**config.mk**
```make
export PLATFORM = sky130hd
export DESIGN_NAME = fft_mac_sequencer_flat
export DESIGN_NICKNAME = d
export VERILOG_FILES = /design/src/rtl/fft_mac_sequencer_pkg.sv /design/src/rtl/fft_mac_sequencer_if.sv /design/src/rtl/fft_mac_sequencer_addr_gen.sv /design/src/rtl/fft_mac_sequencer.sv /design/src/flat_wrapper.sv
export SDC_FILE = /design/constraint.sdc
export NUM_CORES = 1
export LEC_CHECK = 0
export BUFFER_PORTS_ARGS = -buffer_cell sky130_fd_sc_hd__buf_4
export CAP_MARGIN = 20
export CORE_UTILIZATION = 53
export CTS_CLUSTER_DIAMETER = 30
export DETAILED_ROUTE_END_ITERATION = 8
export GPL_TIMING_DRIVEN = 1
export PLACE_DENSITY = 0.79
export SETUP_SLACK_MARGIN = 0.1
export SLEW_MARGIN = 40
export SYNTH_ARGS = -nofsm -noshare
export SYNTH_HDL_FRONTEND = slang
export SYNTH_SLANG_ARGS = --single-unit
```
**constraint.sdc**
```tcl
create_clock -name clk_MAC -period 4.4 [get_ports clk_MAC]
set_clock_uncertainty 0.15 [all_clocks]
set_input_delay 0.22 -clock clk_MAC [delete_from_list [all_inputs] [get_ports clk_MAC]]
set_output_delay 0.22 -clock clk_MAC [all_outputs]
set_load 0.05 [all_outputs]
```
**src/rtl/fft_mac_sequencer_pkg.sv**
```systemverilog
// Shared types and constants for the FFT MAC sequencer.
// Holds the FSM encoding, the FFT size default and the MAC load sub-cycles.
package fft_mac_sequencer_pkg;

    typedef enum logic [1:0] {
        ST_IDLE  = 2'd0,
        ST_RUN   = 2'd1,
        ST_DRAIN = 2'd2,
        ST_DONE  = 2'd3
    } state_t;

    localparam int unsigned LOG2N_DEFAULT  = 5;
    localparam int unsigned BFLY_PER_STAGE = 16;

    // MAC sub-cycles on which the real and imaginary accumulators are loaded
    localparam logic [2:0] CNT_LD_R = 3'd1;
    localparam logic [2:0] CNT_LD_I = 3'd3;

endpackage

```
**src/rtl/fft_mac_sequencer_if.sv**
```systemverilog
// Control/address bundle between the FFT sequencer and the MAC datapath.
// master = sequencer side, slave = datapath / memory side.
interface fft_mac_sequencer_if;
    logic       start;
    logic       busy;
    logic       done;
    logic [2:0] count;
    logic       flag;
    logic       sel_B_im;
    logic       sel_W_im;
    logic       sel_A_im;
    logic [2:0] stage;
    logic [4:0] rd_addr_A;
    logic [4:0] rd_addr_B;
    logic [3:0] tw_addr;
    logic       wr_en;
    logic [4:0] wr_addr_A;
    logic [4:0] wr_addr_B;

    modport master (
        input  start,
        output busy, done, count, flag, sel_B_im, sel_W_im, sel_A_im,
        output stage, rd_addr_A, rd_addr_B, tw_addr, wr_en, wr_addr_A, wr_addr_B
    );

    modport slave (
        output start,
        input  busy, done, count, flag, sel_B_im, sel_W_im, sel_A_im,
        input  stage, rd_addr_A, rd_addr_B, tw_addr, wr_en, wr_addr_A, wr_addr_B
    );
endinterface

```
**src/rtl/fft_mac_sequencer_addr_gen.sv**
```systemverilog
// Decimation-in-time butterfly address generator (purely combinational).
// Maps (stage, butterfly) to top/bottom data addresses and the twiddle index.
module fft_addr_gen (
    input  logic [2:0] stage,
    input  logic [3:0] b,
    output logic [4:0] rd_addr_A,
    output logic [4:0] rd_addr_B,
    output logic [3:0] tw_addr
);
    logic [4:0] half;
    logic [4:0] pos;
    logic [4:0] grp;

    // Power-of-two arithmetic: mod/div by half become mask/shift
    always_comb begin
        half      = 5'd1 << stage;
        pos       = {1'b0, b} & (half - 5'd1);
        grp       = {1'b0, b} >> stage;
        rd_addr_A = ((grp << stage) << 1) | pos;
        rd_addr_B = rd_addr_A + half;
        tw_addr   = 4'(pos << (3'd4 - stage));
    end
endmodule

```
**src/rtl/fft_mac_sequencer.sv**
```systemverilog
// Sequencer for a 4-cycle-per-butterfly complex MAC running a radix-2 DIT FFT.
// Steps count/butterfly/stage, drives operand selects and read/write addresses.
module fft_mac_sequencer
    import fft_mac_sequencer_pkg::*;
#(
    parameter int unsigned LOG2N = LOG2N_DEFAULT
) (
    input logic                 clk_MAC,
    input logic                 rst,
    fft_mac_sequencer_if.master bus
);
    localparam logic [2:0] LAST_STAGE = 3'(LOG2N - 1);
    localparam logic [3:0] LAST_BFLY  = 4'(BFLY_PER_STAGE - 1);

    state_t     state;
    logic [2:0] count;
    logic [2:0] stage;
    logic [3:0] b;
    logic       busy;
    logic       done;
    logic       flag;
    logic       wr_en;
    logic [4:0] wr_addr_A;
    logic [4:0] wr_addr_B;
    logic [4:0] gen_addr_A;
    logic [4:0] gen_addr_B;
    logic [3:0] gen_tw;

    fft_addr_gen u_addr_gen (
        .stage     (stage),
        .b         (b),
        .rd_addr_A (gen_addr_A),
        .rd_addr_B (gen_addr_B),
        .tw_addr   (gen_tw)
    );

    always_ff @(posedge clk_MAC) begin
        if (rst) begin
            state     <= ST_IDLE;
            count     <= '0;
            stage     <= '0;
            b         <= '0;
            busy      <= 1'b0;
            done      <= 1'b0;
            flag      <= 1'b0;
            wr_en     <= 1'b0;
            wr_addr_A <= '0;
            wr_addr_B <= '0;
        end else begin
            wr_en <= 1'b0;
            done  <= 1'b0;
            unique case (state)
                ST_IDLE: begin
                    if (bus.start) begin
                        state <= ST_RUN;
                        busy  <= 1'b1;
                        flag  <= 1'b1;
                        count <= '0;
                        stage <= '0;
                        b     <= '0;
                    end
                end
                ST_RUN: begin
                    if (count == CNT_LD_I) begin
                        // Butterfly complete: capture its addresses for the write-back
                        wr_en     <= 1'b1;
                        wr_addr_A <= gen_addr_A;
                        wr_addr_B <= gen_addr_B;
                        count     <= '0;
                        if (b == LAST_BFLY) begin
                            b <= '0;
                            if (stage == LAST_STAGE) begin
                                state <= ST_DRAIN;
                                flag  <= 1'b0;
                                stage <= '0;
                            end else begin
                                stage <= stage + 3'd1;
                            end
                        end else begin
                            b <= b + 4'd1;
                        end
                    end else begin
                        count <= count + 3'd1;
                    end
                end
                ST_DRAIN: begin
                    state <= ST_DONE;
                    busy  <= 1'b0;
                    done  <= 1'b1;
                end
                ST_DONE: begin
                    state <= ST_IDLE;
                end
                default: state <= ST_IDLE;
            endcase
        end
    end

    assign bus.busy      = busy;
    assign bus.done      = done;
    assign bus.flag      = flag;
    assign bus.count     = count;
    assign bus.stage     = stage;
    assign bus.sel_B_im  = count[0];
    assign bus.sel_W_im  = count[0] ^ count[1];
    assign bus.sel_A_im  = count[1];
    // Read addresses are only meaningful while a butterfly is in flight
    assign bus.rd_addr_A = flag ? gen_addr_A : '0;
    assign bus.rd_addr_B = flag ? gen_addr_B : '0;
    assign bus.tw_addr   = flag ? gen_tw : '0;
    assign bus.wr_en     = wr_en;
    assign bus.wr_addr_A = wr_addr_A;
    assign bus.wr_addr_B = wr_addr_B;

endmodule

```
**src/flat_wrapper.sv**
```systemverilog
// flat-port wrapper written by rule: the top's interface ports become plain ports
module fft_mac_sequencer_flat import fft_mac_sequencer_pkg::*;
#(
    parameter int unsigned LOG2N = LOG2N_DEFAULT
)
  (clk_MAC, rst, bus_start, bus_busy, bus_done, bus_count, bus_flag, bus_sel_B_im, bus_sel_W_im, bus_sel_A_im, bus_stage, bus_rd_addr_A, bus_rd_addr_B, bus_tw_addr, bus_wr_en, bus_wr_addr_A, bus_wr_addr_B);
  fft_mac_sequencer_if bus_i ();
  input logic clk_MAC;
  input logic rst;
  input wire logic [$bits(bus_i.start)-1:0] bus_start;
  output wire logic [$bits(bus_i.busy)-1:0] bus_busy;
  output wire logic [$bits(bus_i.done)-1:0] bus_done;
  output wire logic [$bits(bus_i.count)-1:0] bus_count;
  output wire logic [$bits(bus_i.flag)-1:0] bus_flag;
  output wire logic [$bits(bus_i.sel_B_im)-1:0] bus_sel_B_im;
  output wire logic [$bits(bus_i.sel_W_im)-1:0] bus_sel_W_im;
  output wire logic [$bits(bus_i.sel_A_im)-1:0] bus_sel_A_im;
  output wire logic [$bits(bus_i.stage)-1:0] bus_stage;
  output wire logic [$bits(bus_i.rd_addr_A)-1:0] bus_rd_addr_A;
  output wire logic [$bits(bus_i.rd_addr_B)-1:0] bus_rd_addr_B;
  output wire logic [$bits(bus_i.tw_addr)-1:0] bus_tw_addr;
  output wire logic [$bits(bus_i.wr_en)-1:0] bus_wr_en;
  output wire logic [$bits(bus_i.wr_addr_A)-1:0] bus_wr_addr_A;
  output wire logic [$bits(bus_i.wr_addr_B)-1:0] bus_wr_addr_B;
  assign bus_i.start = bus_start;
  assign bus_busy = bus_i.busy;
  assign bus_done = bus_i.done;
  assign bus_count = bus_i.count;
  assign bus_flag = bus_i.flag;
  assign bus_sel_B_im = bus_i.sel_B_im;
  assign bus_sel_W_im = bus_i.sel_W_im;
  assign bus_sel_A_im = bus_i.sel_A_im;
  assign bus_stage = bus_i.stage;
  assign bus_rd_addr_A = bus_i.rd_addr_A;
  assign bus_rd_addr_B = bus_i.rd_addr_B;
  assign bus_tw_addr = bus_i.tw_addr;
  assign bus_wr_en = bus_i.wr_en;
  assign bus_wr_addr_A = bus_i.wr_addr_A;
  assign bus_wr_addr_B = bus_i.wr_addr_B;
  fft_mac_sequencer #(.LOG2N(LOG2N)) u_core (.clk_MAC(clk_MAC), .rst(rst), .bus(bus_i));
endmodule
```
==> flow_summary.yaml <==
timing:
  fin_crit_ns: 3.93
  slew_violations: 0
  setup_viol: 0
  hold_violations: 0
  fmax_mhz: 254
  grt_setup_unrepaired: "no"
  holdWs_ns: 0.0252
  worstMarginPinSlew_ns: 0.776
  fin_crit_sh_pct: 89.4
  tns_ns: 0
  max_slew_margin_pct: 48.1
synth:
  synth-xor-area-share_pct: 1.56
  synthesis.nets: 224
  synth_edf_count: 0
  synth_cell_type_count: 50
  async_flop_share_pct: 0
  synth.largest_area_cell: "dfxtp_1"
  synthFlopType: "dfxtp_1"
  synth_most_common_cell: "dfxtp_1"
  ys_seq_elements: 26
  synth-simple-area-share_pct: 25.8
  synthesis.area_mm2: 0.00168
  syn_area_per_cell_um2: 8.28
  synthAdderAreaFrac_pct: 13.8
  yosysTopAreaCellShare_pct: 31.0
  synth-compound-area-share_pct: 18.2
  ys_top_cells_by_area: "dfxtp_1, ha_1, a21oi_1"
  seq_area_frac_synth_pct: 31.0
  synth.area.mux_share_pct: 2.38
  postSynthCellCount: 203
  synth_top_family_by_area: "simple AND/OR/NAND/NOR gates"
  ys_warn_count: 0
  synth_common_cells: "dfxtp_1, nand2_1, a21oi_1, ha_1, nor2_1"
clocking:
  cts_hold_buf: 0
  cts-root-buf: "clkbuf_4"
  cts_resized: 0
  clock_latency_ns: 0.33
  cts_tree: "yes"
  cts.clk_slew.worst_paths_ns: 0.15
  cts.sinks: 26
  numCtsBuffers: 3
  clockBufferDepth: 2
  post_cts_buffers: 0
  htreeDepth: 1
die:
  die_x_um: 58.3
  die_h_um: 58.3
  die-area_mm2: 0.00340
  coreArea_mm2: 0.00303
  row_count: 20
  io_pins: 40
  start_util_pct: 55.5
setup_path:
  reg2reg_depth: 13
  crit_path_start_kind: "register"
  crit_arrival_ns: 3.56
  rr_startpoint: "u_core.bus.stage[0]"
  criticalPathCategory: "register to output port"
  crit_required_ns: 4.03
  crit_fanout: 12
  reg2reg_slack_ns: 1.07
  r2r_end: "u_core.bus.wr_addr_B[4]"
  crit_path_end_kind: "output port"
place:
  post_dp_cell_area_mm2: 0.00196
  portBuffers: 39
  hpwl_mm: 2.72
  gp_congestion: 0.822
power_and_ir_drop:
  peakVddDrop_mv: 0.297
  p_total_mw: 0.881
  p_leak_nw: 0.872
  p_per_area_mw_per_mm2: 438
job:
  drv_cap: 0
global_routing:
  grt_pass1_vias: 1347
  antenna_found_initial: 0
  grt_max_degree: 25
  grt_overflow: 0
  grt_pass1_wl_mm: 6.04
  grtUsageTotal_pct: 22.8
detailed_routing:
  drt_pass1_iterations: 4
  drtAntennaViolNets: 0
  wire_per_inst_um: 12.9
  drc: 0
  drt_wl_total_mm: 3.60
  initialDrtViolationCount: 63
  via_per_inst: 5.40
  vias: 1512
worst_hold_path:
  worstHoldEndpoint: "u_core.bus.busy"
  hold_path_class: "input port to register"
  holdPathStages: 3
  hp-start: "bus_start"
outcome:
  status: "completed"
cells_and_area:
  drive_gt1_share_pct: 21.2
  design_area_mm2: 0.00201
  nNetsFinal: 258
  diodes: 0
  area_growth_pct: 19.7
  fin_util_pct: 66.4
## kinds of logic (layout without fill, tap and decap cells)
family	Yosys count	after routing
DFF	26	26
adders and majority gates	18	18
other	1	1
and+or+nand+nor	83	83
buffers and inverters	23	56
muxes	4	4
xor gates and xnor gates	3	3
AOI/OAI and AO/OA	45	45
## worst max-delay path: stages, from the launching register on
cell	delay [ns]
dfxtp_1	0.46
inv_1	0.17
ha_1	0.22
ha_1	0.31
inv_1	0.07
ha_1	0.27
nor2b_1	0.06
a31oi_1	0.28
inv_1	0.13
fa_1	0.44
a21o_1	0.17
a21oi_1	0.19
xnor2_1	0.13
nor2b_1	0.12
buf_4	0.20
## cell usage in the layout (no fill, tap or decap), types with 2 or more instances in the layout
master | Yosys | final
clkbuf_4 | 0 | 3
o31ai_1 | 2 | 2
nand2_1 | 22 | 22
a31oi_1 | 2 | 2
dfxtp_1 | 26 | 26
o21a_1 | 2 | 2
nand2b_1 | 4 | 4
a211oi_1 | 3 | 3
xnor2_1 | 2 | 2
nand3_1 | 4 | 4
nor4_1 | 2 | 2
buf_4 | 2 | 39
a221oi_1 | 2 | 2
inv_1 | 13 | 13
mux2i_1 | 4 | 4
ha_1 | 17 | 17
nor2b_1 | 7 | 7
a21o_1 | 2 | 2
a31o_2 | 3 | 3
nor2_1 | 15 | 15
o21ai_0 | 2 | 2
a21oi_1 | 17 | 17
and2_1 | 8 | 8
nor3_1 | 9 | 9
nand3b_1 | 2 | 2
nor3b_1 | 2 | 2
## sequential cells by signal, summed over array words and instances, names as in the netlist
name / flops
u_core.bus.wr_addr_A: 5
u_core.bus.wr_addr_B: 5
u_core.b: 4
u_core.bus.count: 3
u_core.bus.stage: 3
u_core.state: 2
u_core.bus.busy: 1
u_core.bus.done: 1
u_core.bus.flag: 1
u_core.bus.wr_en: 1
## cell type report
cell class	count	area (um^2)
inverter	13	48.8
clock buffer	3	22.5
multi-input combinational	154	1040
timing repair buffer	39	293
sequential	26	520
tap	44	55.1
clock inverter	1	30.0
fill	290	1020
## how the worst max path moves through the flow
| stage | start | end | slack [ns] | cells after the start |
|---|---|---|---|---|
| floorplan | u_core.bus.stage[0] | bus_rd_addr_B[4] | 0.28 | 15 |
| global placement | u_core.bus.stage[0] | bus_rd_addr_B[4] | 1.0 | 14 |
| detailed placement | u_core.bus.stage[0] | bus_rd_addr_B[4] | 0.91 | 14 |
| CTS | u_core.bus.stage[0] | bus_rd_addr_B[4] | 0.47 | 14 |
| global route | u_core.bus.stage[0] | bus_rd_addr_B[4] | 0.19 | 14 |
| finish | u_core.bus.stage[0] | bus_rd_addr_B[4] | 0.47 | 14 |
## routing by layer
metal,vias up,GRT usage [%],wire length [um]
met3,6,2.64,127
met2,34,37.4,1730
li1,776,-,-
met1,696,31.7,1700
met5,-,0,0
met4,0,6.46,44
## stage by stage
stage               cells  setup WS [ns]
detailed placement    276          0.911
global route          280          0.186
CTS                   280          0.472
floorplan             203          0.276
finish                280          0.466
global placement      276          0.999
## where the power goes
group	internal (mW)	switching, mW
combinational	0.143	0.280
clock	0.0921	0.0766
sequential	0.259	0.0304
(Power assumes the default switching activity.)
